===== config.mk =====
export PLATFORM = sky130hd
export DESIGN_NAME = seq_multiplier
export DESIGN_NICKNAME = d
export VERILOG_FILES = /design/src/rtl/seq_multiplier_pkg.sv /design/src/rtl/mul_addshift_step.sv /design/src/rtl/seq_multiplier.sv
export SDC_FILE = /design/constraint.sdc
export NUM_CORES = 1
export LEC_CHECK = 0
export BUFFER_PORTS_ARGS = -buffer_cell sky130_fd_sc_hd__buf_2
export CAP_MARGIN = 20
export CORE_MARGIN = 4
export CORE_UTILIZATION = 50
export DETAILED_ROUTE_END_ITERATION = 10
export HOLD_SLACK_MARGIN = 0.15
export PLACE_DENSITY = 0.72
export SYNTH_ARGS = -nofsm -noshare
export SYNTH_HDL_FRONTEND = slang
export SYNTH_HIERARCHICAL = 1
export SYNTH_SLANG_ARGS = --single-unit

===== constraint.sdc =====
create_clock -name clk -period 2.75 [get_ports clk]
set_input_delay 0.275 -clock clk [delete_from_list [all_inputs] [get_ports clk]]
set_output_delay 0.275 -clock clk [all_outputs]
set_load 0.05 [all_outputs]

===== src/rtl/seq_multiplier_pkg.sv =====
// -----------------------------------------------------------------------------
// seq_multiplier_pkg
//   Shared types and helpers for the sequential shift-add multiplier.
//   - state_t      : controller states (IDLE, BUSY, DONE)
//   - OP_BITS      : working width of the negate helper (covers 2*32 bits)
//   - cnt_width()  : step-counter width for a given operand width
//   - cond_negate(): conditional two's-complement negate, used both for
//                    operand magnitude (abs) and for the final sign fix
// -----------------------------------------------------------------------------
package seq_multiplier_pkg;

  typedef enum logic [1:0] {
    IDLE,
    BUSY,
    DONE
  } state_t;

  localparam int unsigned MAX_WIDTH = 32;
  localparam int unsigned OP_BITS   = 2 * MAX_WIDTH;

  // Counter must reach WIDTH-1; $clog2(WIDTH) bits suffice for WIDTH >= 2.
  function automatic int unsigned cnt_width(input int unsigned width);
    return (width <= 2) ? 1 : $clog2(width);
  endfunction

  // Callers zero-extend into OP_BITS and slice the result back down, so a
  // WIDTH-bit -2^(WIDTH-1) yields the unsigned magnitude 2^(WIDTH-1).
  function automatic logic [OP_BITS-1:0] cond_negate(input logic [OP_BITS-1:0] v,
                                                     input logic               en);
    return en ? (~v + OP_BITS'(1)) : v;
  endfunction

endpackage


===== src/rtl/mul_addshift_step.sv =====
// -----------------------------------------------------------------------------
// mul_addshift_step
//   One combinational add-and-shift step of a shift-add multiplier.
//   The accumulator upper half holds the running partial product; the lower
//   half holds the not-yet-consumed multiplier bits. When lsb is set the
//   multiplicand is added into the upper half (keeping the carry), then the
//   whole {carry, accumulator} is shifted right by one.
//
//   Ports:
//     acc      in   2*WIDTH  current accumulator
//     mcand    in   WIDTH    multiplicand (unsigned magnitude)
//     lsb      in   1        current multiplier bit
//     acc_next out  2*WIDTH  accumulator after this step
// -----------------------------------------------------------------------------
module mul_addshift_step
  import seq_multiplier_pkg::*;
#(
  parameter int unsigned WIDTH = 8
) (
  input  logic [2*WIDTH-1:0] acc,
  input  logic [WIDTH-1:0]   mcand,
  input  logic               lsb,
  output logic [2*WIDTH-1:0] acc_next
);

  logic [WIDTH:0] sum;

  always_comb begin
    sum      = {1'b0, acc[2*WIDTH-1:WIDTH]} + (lsb ? {1'b0, mcand} : '0);
    // The carry lands in bit 2*WIDTH-1 after the shift, so no bit is lost.
    acc_next = {sum, acc[WIDTH-1:1]};
  end

endmodule


===== src/rtl/seq_multiplier.sv =====
// -----------------------------------------------------------------------------
// seq_multiplier
//   Parametrised sequential shift-add multiplier, one product bit per clock,
//   one operation in flight. valid/ready handshake on input and output.
//   SIGNED=1 multiplies magnitudes and applies a two's-complement fix at the
//   final step.
//
//   Ports:
//     clk        in   1        rising-edge clock
//     rst_n      in   1        asynchronous active-low reset
//     in_valid   in   1        operands a/b valid
//     in_ready   out  1        ready for operands (IDLE only)
//     a          in   WIDTH    multiplicand
//     b          in   WIDTH    multiplier
//     out_valid  out  1        product valid (DONE)
//     out_ready  in   1        downstream accepts product
//     product    out  2*WIDTH  result, held until the next result
//     busy       out  1        high in BUSY or DONE
//
//   Timing: accept on edge E0, out_valid high after edge E0+WIDTH.
//   All handshake outputs are registered; no input-to-output comb path.
// -----------------------------------------------------------------------------
module seq_multiplier
  import seq_multiplier_pkg::*;
#(
  parameter int unsigned WIDTH  = 8,
  parameter bit          SIGNED = 1'b0
) (
  input  logic                 clk,
  input  logic                 rst_n,
  input  logic                 in_valid,
  output logic                 in_ready,
  input  logic [WIDTH-1:0]     a,
  input  logic [WIDTH-1:0]     b,
  output logic                 out_valid,
  input  logic                 out_ready,
  output logic [2*WIDTH-1:0]   product,
  output logic                 busy
);

  localparam int unsigned PW   = 2 * WIDTH;
  localparam int unsigned CW   = cnt_width(WIDTH);
  localparam logic [CW-1:0] LAST = CW'(WIDTH - 1);

  state_t           state;
  logic [CW-1:0]    count;
  logic [PW-1:0]    acc;
  logic [PW-1:0]    acc_next;
  logic [WIDTH-1:0] mcand;
  logic             neg;

  logic             sign_a;
  logic             sign_b;
  logic [WIDTH-1:0] mag_a;
  logic [WIDTH-1:0] mag_b;
  logic [PW-1:0]    result;

  // Operand magnitudes; in unsigned mode the operands pass through untouched.
  always_comb begin
    sign_a = SIGNED ? a[WIDTH-1] : 1'b0;
    sign_b = SIGNED ? b[WIDTH-1] : 1'b0;
    mag_a  = WIDTH'(cond_negate(OP_BITS'(a), sign_a));
    mag_b  = WIDTH'(cond_negate(OP_BITS'(b), sign_b));
    // Negating zero gives zero, so a zero product never picks up a sign.
    result = PW'(cond_negate(OP_BITS'(acc_next), neg));
  end

  mul_addshift_step #(
    .WIDTH(WIDTH)
  ) u_step (
    .acc      (acc),
    .mcand    (mcand),
    .lsb      (acc[0]),
    .acc_next (acc_next)
  );

  // The multiplier magnitude is parked in the lower half of the accumulator
  // (upper half cleared); each step consumes one bit from the bottom while the
  // partial product grows in from the top.
  always_ff @(posedge clk or negedge rst_n) begin
    if (!rst_n) begin
      state     <= IDLE;
      in_ready  <= 1'b1;
      out_valid <= 1'b0;
      busy      <= 1'b0;
      product   <= '0;
      count     <= '0;
      acc       <= '0;
      mcand     <= '0;
      neg       <= 1'b0;
    end else begin
      case (state)
        IDLE: begin
          if (in_valid && in_ready) begin
            mcand    <= mag_a;
            acc      <= {{WIDTH{1'b0}}, mag_b};
            neg      <= sign_a ^ sign_b;
            count    <= '0;
            state    <= BUSY;
            in_ready <= 1'b0;
            busy     <= 1'b1;
          end
        end
        BUSY: begin
          acc   <= acc_next;
          count <= count + CW'(1);
          if (count == LAST) begin
            product   <= result;
            state     <= DONE;
            out_valid <= 1'b1;
          end
        end
        DONE: begin
          if (out_ready) begin
            state     <= IDLE;
            out_valid <= 1'b0;
            in_ready  <= 1'b1;
            busy      <= 1'b0;
          end
        end
        default: begin
          state     <= IDLE;
          in_ready  <= 1'b1;
          out_valid <= 1'b0;
          busy      <= 1'b0;
        end
      endcase
    end
  end

endmodule


==> run summary <==
CP max-delay cell: dfrtp_1
clk root buf: clkbuf_8
Layout area overhead: 12.55%
CP Capture Type: register
CTS tree: done
global-route wire length before repair: 7734 um
most used standard cell by instance count after synthesis: dfrtp_1
post-synthesis sequential area ratio: 50.03%
CTS Buffer Depth: 2
Total Nets Final: 276
grt ovf: 0
final hold vios: 0
clock-pin slew on the worst setup and hold paths: 0.09 ns
routability cong.: 0.7622
critical path data required time: 2.94 ns
DP HPWL: 2898 um
top cell type's share of synthesized area: 48.93%
final worst-path cycle share: 80.49%
CP dominant cell by count: nor2_1
synthesized area per cell: 11.39 sq um
initial antenna violation count: 0
Synth Flop Type: dfrtp_1
routed wire length: 4341 um
Post-synth ARST share: 100.0%
layout cells sized above 1: 30.49%
vias post-DR: 1602
die area: 5981 sq um
Antenna Violating Nets Remaining: 0
Clock Sinks: 48
WS Path Type: reg -> reg
Fmax: 451.8 MHz
worst setup slack after placement: 0.5501 ns
CTS resizes: 0
RSZ-0062 raised after global routing: false
# fillers: 392
CP Launch Type: register
syn_nets: 242
vias per cell: 5.376
PwrDens: 1037 nW/um^2
antenna fix cells: 0
Final WS setup: 0.5365 ns
status: finished, final reports clean
Die X: 77.34 um
setup TNS: 0 ns
Pins Over Slew Limit: 0
hold crit path type: in -> reg
worst rel slew slack: 65.91%
Rows: 24
synthesized cell area: 2404 sq um
Final setup viols: 0
Die Y: 77.34 um
Synth top cells by count: dfrtp_1, nand2_1, mux2_2, o21ai_0, ha_1
I/O Buffers: 38
synth top area cells: dfrtp_1, mux2_2, mux2_4
worst vdd ir: 0.5164 mV
post-route DRC violation count: 0
placed cell areas: 2567 sq um
I/O pins: 39
clock latency on the worst-skew pair: 0.30 ns
Clock Skew: 0.007432 ns
Total GRT Usage: 16.17%
level count of the clock H-tree: 2
CP max stage delay: 0.47 ns
Cell Chain, Critical Path: and2_1 -> ha_1 -> fa_1 -> a21oi_1 -> nor2_1 -> nor2_1 -> o21ai_0 -> mux2_2
yosys warns: 6
Netlist cell types: 37
core box area: 4504 sq um
1st-iter DRT viols: 98
max-cap violation count: 0
Final Critical Period: 2.213 ns
largest fanout on the critical path: 9
Arrival @ worst endpoint: 2.41 ns
final instance area: 2705 sq um
worst slew pin tran: 0.5114 ns
Initial Utilization: 53.36%
area leader, netlist: dfrtp_1
drt wl/cell: 14.57 um
Synth Register Bits: 48
Post-synth EDFFs: 0
DRT Pass-1 Iters: 4
largest net degree at the start of global routing: 49
vias in the first global route: 1629
Num CTS Buffers: 5
leakage: 1.387 nW
cell count after synthesis: 211
-- state kept, by name (all words and copies together) (netlist names) --
register / cells
mcand: 8
busy: 1
product: 16
in_ready: 1
out_valid: 1
state: 2
count: 3
acc: 16
-- repair_timing --
action                    4_1_cts  5_1_grt
buffers inserted                0        0
hold buffers                    0        1
hold endpoints to repair        0       18
-- where the power goes --
| group | total [mW] | internal, mW | switching [mW] |
|---|---|---|---|
| Clock | 0.502 | 0.270 | 0.232 |
| Combinational | 1.16 | 0.417 | 0.745 |
| Sequential | 1.14 | 0.972 | 0.169 |
-- critical path, delay by kind of cell (launching register included) --
family / cells / cell delay (ns)
fa+ha+maj: 2 / 0.61
compound gates: 2 / 0.36
flops: 1 / 0.47
mux: 1 / 0.27
simple gates: 3 / 0.39
-- cell type report --
class	instances	area, sq um	area share (%)
timing repair buffer	42	235.2	8.696
multi-input combinational	144	1080	39.92
inverter	4	15.01	0.5550
tap	52	65.06	2.405
clock inverter	2	35.03	1.295
clock buffer	6	72.57	2.683
sequential	48	1202	44.45
-- final timing paths --
kind / start / end / slack (ns) / cells past startpoint
min: out_ready / state[1] / 0.18 / 2
min reg2reg: busy / busy / 0.48 / 1
max in group asynchronous: rst_n / in_ready / 1.74 / 3
max: acc[0] / product[15] / 0.54 / 8
min in group asynchronous: rst_n / mcand[5] / 0.45 / 2
max reg2reg: acc[0] / product[15] / 0.54 / 8
-- routing by layer --
layer	part of all wire [%]	global-route usage (%)	routed length, um
met5	0	0	0
met4	1.8	6.406	76
met3	5.5	4.630	239
met2	46	25.91	1982
met1	47	20.79	2042
-- logic make-up after synthesis --
family / Yosys count / share of synthesized area [%]
DFF: 48 / 50.03
muxes: 33 / 16.40
buffers and inverters: 19 / 5.049
AOI/OAI and AO/OA: 40 / 9.838
and+or+nand+nor: 56 / 11.19
adders and majority gates: 11 / 6.039
xor gates and xnor gates: 4 / 1.458
-- placed cells by master, fill, tap and decap left out, types with 4 or more instances in the layout --
cell / instances
clkbuf_8: 5
buf_2: 38
mux2_2: 15
mux2i_1: 9
a21oi_1: 7
mux2_4: 9
nand2_1: 32
o21ai_0: 15
and2_1: 8
ha_1: 10
nor2_1: 4
dfrtp_1: 47
o21ai_1: 7
-- through the flow --
step | std cells | util (%) | hold WS, ns | total power [mW]
6_report | 298 | 60.06 | 0.1761 | 2.805
5_1_grt | 298 | 60.06 | 0.1647 | 3.009
4_1_cts | 296 | 59.39 | 0.1642 | 2.840
3_5_place_dp | 288 | 57.00 | 0.4626 | 2.325
3_3_place_gp | 288 | 57.00 | 0.4616 | 2.298
2_1_floorplan | 211 | - | -0.02059 | 2.098
Note: power is estimated with default switching activity, not from simulation.
